File: src/rtl/proc_mem_pkg.sv
// Shared definitions for the processor memory responder.
//   DATA_W        : processor bus data width
//   REG_*         : addr[15:12] codes of the mapped regions
//   region_t      : decoded region, produced by decode_region()
package proc_mem_pkg;

  localparam int DATA_W = 16;

  localparam logic [3:0] REG_RAM = 4'h0;
  localparam logic [3:0] REG_LED = 4'h1;
  localparam logic [3:0] REG_SW  = 4'h3;

  typedef enum logic [1:0] {
    RG_RAM  = 2'd0,
    RG_LED  = 2'd1,
    RG_SW   = 2'd2,
    RG_NONE = 2'd3
  } region_t;

  // Map the top address nibble to a region; every unlisted code is unmapped.
  function automatic region_t decode_region(input logic [3:0] code);
    region_t r;
    case (code)
      REG_RAM: r = RG_RAM;
      REG_LED: r = RG_LED;
      REG_SW:  r = RG_SW;
      default: r = RG_NONE;
    endcase
    return r;
  endfunction

endpackage

File: src/rtl/sync_ram_wf.sv
// Single-port, write-first RAM with a registered read port.
// Ports:
//   clock : rising-edge clock
//   rd_en : when high the output register is updated this edge; when low it holds
//   we    : write strobe
//   addr  : word address (ADDR_W bits)
//   wdata : write data
//   rdata : registered read data (write-first: a write returns the new data)
// Contents are never reset.
module sync_ram_wf
  import proc_mem_pkg::*;
#(
  parameter int ADDR_W = 8
) (
  input  logic              clock,
  input  logic              rd_en,
  input  logic              we,
  input  logic [ADDR_W-1:0] addr,
  input  logic [DATA_W-1:0] wdata,
  output logic [DATA_W-1:0] rdata
);

  logic [DATA_W-1:0] mem [2**ADDR_W];

  always_ff @(posedge clock) begin
    if (we) begin
      mem[addr] <= wdata;
    end
    if (rd_en) begin
      rdata <= we ? wdata : mem[addr];
    end
  end

endmodule

File: src/rtl/proc_mem_responder.sv
// Responder side of the processor memory interface: on-chip RAM, an LED
// register, a two-flop switch synchronizer and a bootload write port.
// Ports:
//   clock, resetn          : system clock, asynchronous active-low reset
//   addr, dout, wren       : processor request (word address, write data, write strobe)
//   din, rd_valid          : registered read data and its one-cycle valid
//   sw                     : raw asynchronous switches
//   ledr                   : LED register
//   load_en/addr/data      : bootload RAM write, has priority over the processor
//   wr_conflict            : pulse when a processor write was dropped by bootload
//
// Timing contract (no handshake): every request sampled at edge N with
// load_en=0 is answered in cycle N+1 with rd_valid=1 and din holding the
// result. A cycle with load_en=1 is a stall: din holds, rd_valid=0 next cycle.
module proc_mem_responder
  import proc_mem_pkg::*;
#(
  parameter int ADDR_W = 8,
  parameter int LED_W  = 10,
  parameter int SW_W   = 10
) (
  input  logic              clock,
  input  logic              resetn,
  input  logic [15:0]       addr,
  input  logic [15:0]       dout,
  input  logic              wren,
  output logic [15:0]       din,
  output logic              rd_valid,
  input  logic [SW_W-1:0]   sw,
  output logic [LED_W-1:0]  ledr,
  input  logic              load_en,
  input  logic [ADDR_W-1:0] load_addr,
  input  logic [15:0]       load_data,
  output logic              wr_conflict
);

  logic [SW_W-1:0]   sw_sync1;
  logic [SW_W-1:0]   sw_sync2;
  region_t           region;
  region_t           src_q;
  logic [DATA_W-1:0] aux_next;
  logic [DATA_W-1:0] aux_q;
  logic [DATA_W-1:0] ram_q;
  logic              ram_we;
  logic [ADDR_W-1:0] ram_addr;
  logic [DATA_W-1:0] ram_wdata;
  logic              led_we;

  // Bits between the RAM index and the region nibble only alias the RAM.
  logic unused_addr_bits;
  assign unused_addr_bits = ^addr[11:ADDR_W];

  always_comb begin
    region    = decode_region(addr[15:12]);
    // Bootload owns the RAM port whenever load_en is high. The RAM has no
    // reset, so its write enable is gated by resetn to drop writes in reset.
    ram_addr  = load_en ? load_addr : addr[ADDR_W-1:0];
    ram_wdata = load_en ? load_data : dout;
    ram_we    = resetn & (load_en | (wren & (region == RG_RAM)));
    led_we    = ~load_en & wren & (region == RG_LED);

    // Non-RAM read value for this request; an LED write returns the new value.
    aux_next = '0;
    case (region)
      RG_LED:  aux_next = led_we ? DATA_W'(dout[LED_W-1:0]) : DATA_W'(ledr);
      RG_SW:   aux_next = DATA_W'(sw_sync2);
      default: aux_next = '0;
    endcase
  end

  sync_ram_wf #(
    .ADDR_W (ADDR_W)
  ) u_ram (
    .clock (clock),
    .rd_en (~load_en),
    .we    (ram_we),
    .addr  (ram_addr),
    .wdata (ram_wdata),
    .rdata (ram_q)
  );

  always_ff @(posedge clock or negedge resetn) begin
    if (!resetn) begin
      sw_sync1    <= '0;
      sw_sync2    <= '0;
      ledr        <= '0;
      src_q       <= RG_NONE;
      aux_q       <= '0;
      rd_valid    <= 1'b0;
      wr_conflict <= 1'b0;
    end else begin
      sw_sync1    <= sw;
      sw_sync2    <= sw_sync1;
      rd_valid    <= ~load_en;
      wr_conflict <= load_en & wren;
      if (led_we) begin
        ledr <= dout[LED_W-1:0];
      end
      // Source select and aux value only move on serviced cycles so din
      // holds through a bootload stall (the RAM output register holds too).
      if (!load_en) begin
        src_q <= region;
        aux_q <= aux_next;
      end
    end
  end

  // Both mux inputs are registers; the reset value of src_q/aux_q forces
  // din to zero asynchronously.
  assign din = (src_q == RG_RAM) ? ram_q : aux_q;

endmodule

File: config.mk
export PLATFORM = sky130hd
export DESIGN_NAME = proc_mem_responder
export DESIGN_NICKNAME = d
export VERILOG_FILES = /design/src/rtl/proc_mem_pkg.sv /design/src/rtl/sync_ram_wf.sv /design/src/rtl/proc_mem_responder.sv
export SDC_FILE = /design/constraint.sdc
export NUM_CORES = 2
export LEC_CHECK = 0
export CAP_MARGIN = 20
export CORE_AREA = 2 2 596 598
export DETAILED_ROUTE_END_ITERATION = 7
export DIE_AREA = 0 0 598 600
export PLACE_DENSITY = 0.59
export SETUP_SLACK_MARGIN = 0.05
export SLEW_MARGIN = 10
export SYNTH_ARGS = -nofsm -noshare
export SYNTH_HDL_FRONTEND = slang
export SYNTH_SLANG_ARGS = --single-unit
export TNS_END_PERCENT = 5
File: constraint.sdc
create_clock -name clock -period 2.2 [get_ports clock]
set_input_delay 0.33 -clock clock [delete_from_list [all_inputs] [get_ports clock]]
set_output_delay 0.33 -clock clock [all_outputs]
set_load 0.05 [all_outputs]
* After elaboration in Yosys (flattened, before gate mapping)
Memories as Yosys holds them, arrays and structs flattened. A register that Yosys moved wholly into a read port is not among the register bits. Index checks and enable logic that the tools add are counted.
Word-level totals: register bits 50, memory bits (writable) 4096, bits of input ports 70, output and inout bits 28, logic and storage cells 31, memories 1
Memories:
- u_ram.mem | words 256, bits a word 16, read ports 1, clocked after Yosys merged registers in 1, write ports 1, RTL line sync_ram_wf.sv:23 | logic [DATA_W-1:0] mem [2**ADDR_W];
Operators by class: eq/ne operators 4, muxes and demuxes 8, bitwise operators 7, reductions and logical operators 4
Operators with widths (count):
- $mux W16 | 2
- $pmux W10 S2 | 1
- $mux W10 | 1
- $mux W8 | 1
- $pmux W2 S3 | 1
- $and A1 B1 Y1 | 5
- $eq A4 B1 Y1 const B | 1
- $eq A4 B2 Y1 const B | 1
- $logic_not A2 Y1 | 2
- $logic_not A4 Y1 | 1
- $eq A2 B1 Y1 const B | 1
- $eq A2 B2 Y1 const B | 1
- $mux W1 | 2
- $logic_not A1 Y1 | 1
- $not A1 Y1 | 1
- $or A1 B1 Y1 | 1

* Longest topological paths before layout
depth in word-level cells 8, mapped depth 12, mapped depth without buffers 11

* Modules after synthesis
From an unflattened synthesis, not the netlist that was laid out.
Unflattened totals: cells, all modules 7228, area total of the unflattened synthesis 159683.1 µm²
By module, submodules not included:
- sync_ram_wf | times used 1, cells each 7024, area an instance 157472.3 µm², seq. area each 123478.4 µm²
- proc_mem_responder | times used 1, cells each 204, area an instance 2210.9 µm², seq. area each 1103.6 µm²

* Worst setup path after synthesis
OpenSTA, ideal clock, no wires.
path kind input port to flip-flop, start point input load_en, end point memory u_ram.mem[0][13] (data pin), setup time 557 ps, arrival 3224 ps, required time 1643 ps, setup slack -1581 ps, stages on the path 5, buffers on the path 4, cell sequence buf_4 -> clkbuf_1 -> buf_2 -> buf_1 -> mux2_2
On the way: cells in the longest elaborated chain, start to end 1
RTL lines:
- start: declaration | RTL line proc_mem_responder.sv:31 | input logic load_en,
- $mux W16 | RTL line proc_mem_responder.sv:58 | ram_wdata = load_en ? load_data : dout;
- named net ram_wdata[13] | RTL line proc_mem_responder.sv:46 | logic [DATA_W-1:0] ram_wdata;
- end: declaration | RTL line sync_ram_wf.sv:23
The timed path passes the listed nets, and every way through them passes these cells.

* Final worst setup path
start point input load_en, end point register u_ram.rdata[10], read port of u_ram.mem (data pin)
On the way: cells in the longest elaborated chain, start to end 1, elaborated cells between the ends (all ways) 2, classes of those cells 1 x mux; 1 x reduce/logical
RTL lines:
- $mux W8 / $logic_not A1 Y1 (equally long branches)
- end: declaration | RTL line sync_ram_wf.sv:20 | output logic [DATA_W-1:0] rdata
Parallel ways exist; a longest one is shown, timed or not. A chain may end at the register's enable or synchronous reset.

==> results_dict.tcl <==
set metrics [dict create \
    num_vias 82560 \
    worstPathMaxFanout 16 \
    cp-end-kind "flip-flop" \
    nFillCells 25879 \
    ios 98 \
    async_reset_ff_share_pct 1.06 \
    maxCapViolations 0 \
    chipHeight_um 600 \
    dp_cells 12774 \
    reg2reg_to "u_ram.rdata[10]" \
    ys_seq_area_share_pct 78.8 \
    ys_ff_latch 4156 \
    areaGrowthSynthToFinish_pct 24.9 \
    cts_root_buffer "clkbuf_16" \
    share_comb_of_total_power_pct 8.4 \
    die_w_um 598 \
    grt_max_degree 87 \
    swShare_pct 22.3 \
    drt_wl_total_mm 451 \
    core_um2 352000 \
    layout_setup_ws_ps -712 \
    final_common_cell "edfxtp_1" \
    avgSynthCellArea_um2 21.7 \
    fmax_mhz 343 \
    synth_edf_count 4112 \
    port_buffers 93 \
    layout_common_cells "4112 x edfxtp_1, 912 x mux4_2, 732 x buf_4" \
    power.switching_w 0.0390 \
    antenna_left 0 \
    antenna_found_initial 12 \
    failed_checks "setup timing" \
    critical_path_class "primary input to flip-flop" \
    cts.path.max_buffers 4 \
    place_congestion 0.886 \
    via_per_inst 6.03 \
    status "finished with violations" \
    synth_cells 7275 \
    htreeDepth 5 \
    use_met1_pct 34.7 \
    worstPathRequired_ps 2920 \
    hold_path_depth 6 \
    rows 218 \
    whs_ps 2.25 \
    synth_area_um2 158000 \
    gr-max-usage-layer "met2" \
    first_iter_violations 10402 \
    rsz0062_at_grt "yes" \
    hp-start "addr[14]" \
    ys.flop_type "edfxtp_1" \
    period_needed_ps 2910 \
    min_path_type "primary input to flip-flop" \
    clkPwrFrac_pct 41.3 \
    cts_made_buffers 424 \
    syn_nets 7348 \
    leakage_nw 63.5 \
    cts_tree "done" \
    cts_sinks 4156 \
    grt_use_met3_pct 4.63 \
    stdcell_area_um2 198000 \
    p_int_w 0.136 \
    synth_warnings 0 \
    fin_nets 8780 \
    detail_route.wl_per_cell_um 32.9 \
    start_util_pct 44.9 \
    finalClockSkew_ps 59.1 \
    grt_pass1_vias 82905 \
    grt_pass1_wl_mm 631 \
    crit_arrival_ps 3630 \
    ff2ff_path_depth 8 \
    finalCritPeriodShare_pct 132 \
    tightest_slew_ps 932 \
    layout-drive-gt1-share_pct 37.4 \
    met2_usage_pct 39.6 \
    p_per_area_nw_per_um2 886 \
    seq_power_share_pct 50.3 \
    die_area_um2 359000 \
    start_kind "primary input" \
    rrSetupSlack_ps -550 \
    dpl_cell_area_um2 179000 \
    final_cell_count_no_fill 13685 \
    clk_pin_slew_ps 60 \
    grt-ovfl-total 0 \
    vdd_drop_max_v 0.000687 \
    clk_latency_ps 980 \
    grtUsageTotal_pct 24.8 \
    synth.distinct_cells 42 \
    drcViolationCount 0 \
    hold_viol 0 \
    max-slew-margin-rel_pct 37.9 \
    slew_violations 0 \
    r2r-start "u_ram.mem[17][10]" \
    setup_viol 239 \
    min_to "src_q[0]" \
    dr.pass1.iters 6 \
    dp_hpwl_mm 286 \
]
## cells by family after synthesis
family	Yosys count	share of synthesized area, %
buf+inv	436	1.25
fa+ha+maj	3	0.0237
mux	1176	14.7
flops	4156	78.8
simple gates	751	1.89
compound gates	753	3.37
## metal layers
layer | wire length (um) | vias up
met5 | 52 | -
met2 | 216000 | 3666
met1 | 183000 | 44544
met4 | 16300 | 8
li1 | - | 33639
met3 | 35800 | 703
## synthesized netlist by cell type (8+ instances only)
library cell	count	area [um2]
a21oi_1	142	711
mux2_2	37	417
a22oi_1	295	2210
o32a_1	10	100
nor2_1	284	1070
edfxtp_1	4112	123000
clkbuf_1	209	785
a41oi_1	91	797
o22ai_1	117	732
o22a_1	8	70.1
o21ai_0	18	90.1
mux4_2	912	20500
nor4_1	39	244
mux2i_1	226	2260
buf_1	69	259
dfrtp_1	42	1050
nand2_1	396	1490
o41ai_1	40	350
nor2b_1	8	50.1
buf_6	11	124
buf_2	104	521
buf_4	36	270
## worst max-delay path, cell delays in order
cell	delay [ps]
buf_16	130
mux2_8	390
buf_16	170
buf_16	200
buf_4	170
buf_4	130
mux4_2	440
a22oi_2	140
buf_4	160
a21oi_2	100
nor4_4	450
buf_4	190
o22ai_2	140
o32a_1	380
## how the worst max path moves through the flow
stage	depth (start not counted)	startpoint	slack [ps]	to
floorplan	11	load_en	-1040	u_ram.mem[208][0]
global placement	10	load_addr[0]	-2740	u_ram.rdata[8]
detailed placement	13	addr[0]	-2560	u_ram.rdata[9]
CTS	14	load_en	-620	u_ram.rdata[4]
global route	16	load_en	-700	u_ram.rdata[4]
finish	14	load_en	-710	u_ram.rdata[10]
## cell type report
cell class | instances | area [um2] | area share (%)
clock buffer | 509 | 11000 | 5.59
multi-input combinational | 2683 | 34700 | 17.6
sequential | 4156 | 125000 | 63.1
timing repair buffer | 1435 | 18500 | 9.36
antenna | 3 | 7.51 | 0.00380
tap | 4620 | 5780 | 2.93
clock inverter | 272 | 2880 | 1.46
inverter | 7 | 26.3 | 0.0133
## power groups by stage
stage	combinational [W]	clock [W]	sequential (W)
final	0.0148	0.0723	0.0880
after CTS	0.0144	0.0732	0.0880
after global placement	0.0133	0	0.0897
after global routing	0.0153	0.0764	0.0880
after floorplan	0.00644	0	0.0898
after detailed placement	0.0135	0	0.0897
## stage by stage
step           TNS [ps]  power, W  setup slack [ps]  util (%)
2_1_floorplan  -5612080    0.0962             -1040         -
3_3_place_gp   -8384580     0.103             -2740      51.0
3_5_place_dp   -8496820     0.103             -2560      51.0
4_1_cts          -16810     0.176              -618      55.8
5_1_grt          -21110     0.180              -701      56.1
6_report         -21670     0.175              -712      56.1
## timing repair
| action | CTS | global route |
|---|---|---|
| buffers inserted | 58 | 38 |
| endpoints found under the hold margin | 57 | 0 |
| cloned | 15 | 10 |
| endpoints found under the setup margin | 4140 | 4083 |
| pin swaps | 67 | 62 |
| hold buffers | 15 | 0 |
| resized for setup | 364 | 189 |
## state kept, by name, indices dropped and copies added, names as in the netlist
signal,flops
u_ram.rdata,16
sw_sync1,10
u_ram.mem,4096
rd_valid,1
ledr,10
src_q,2
wr_conflict,1
aux_q,10
sw_sync2,10
(Power assumes the default switching activity.)
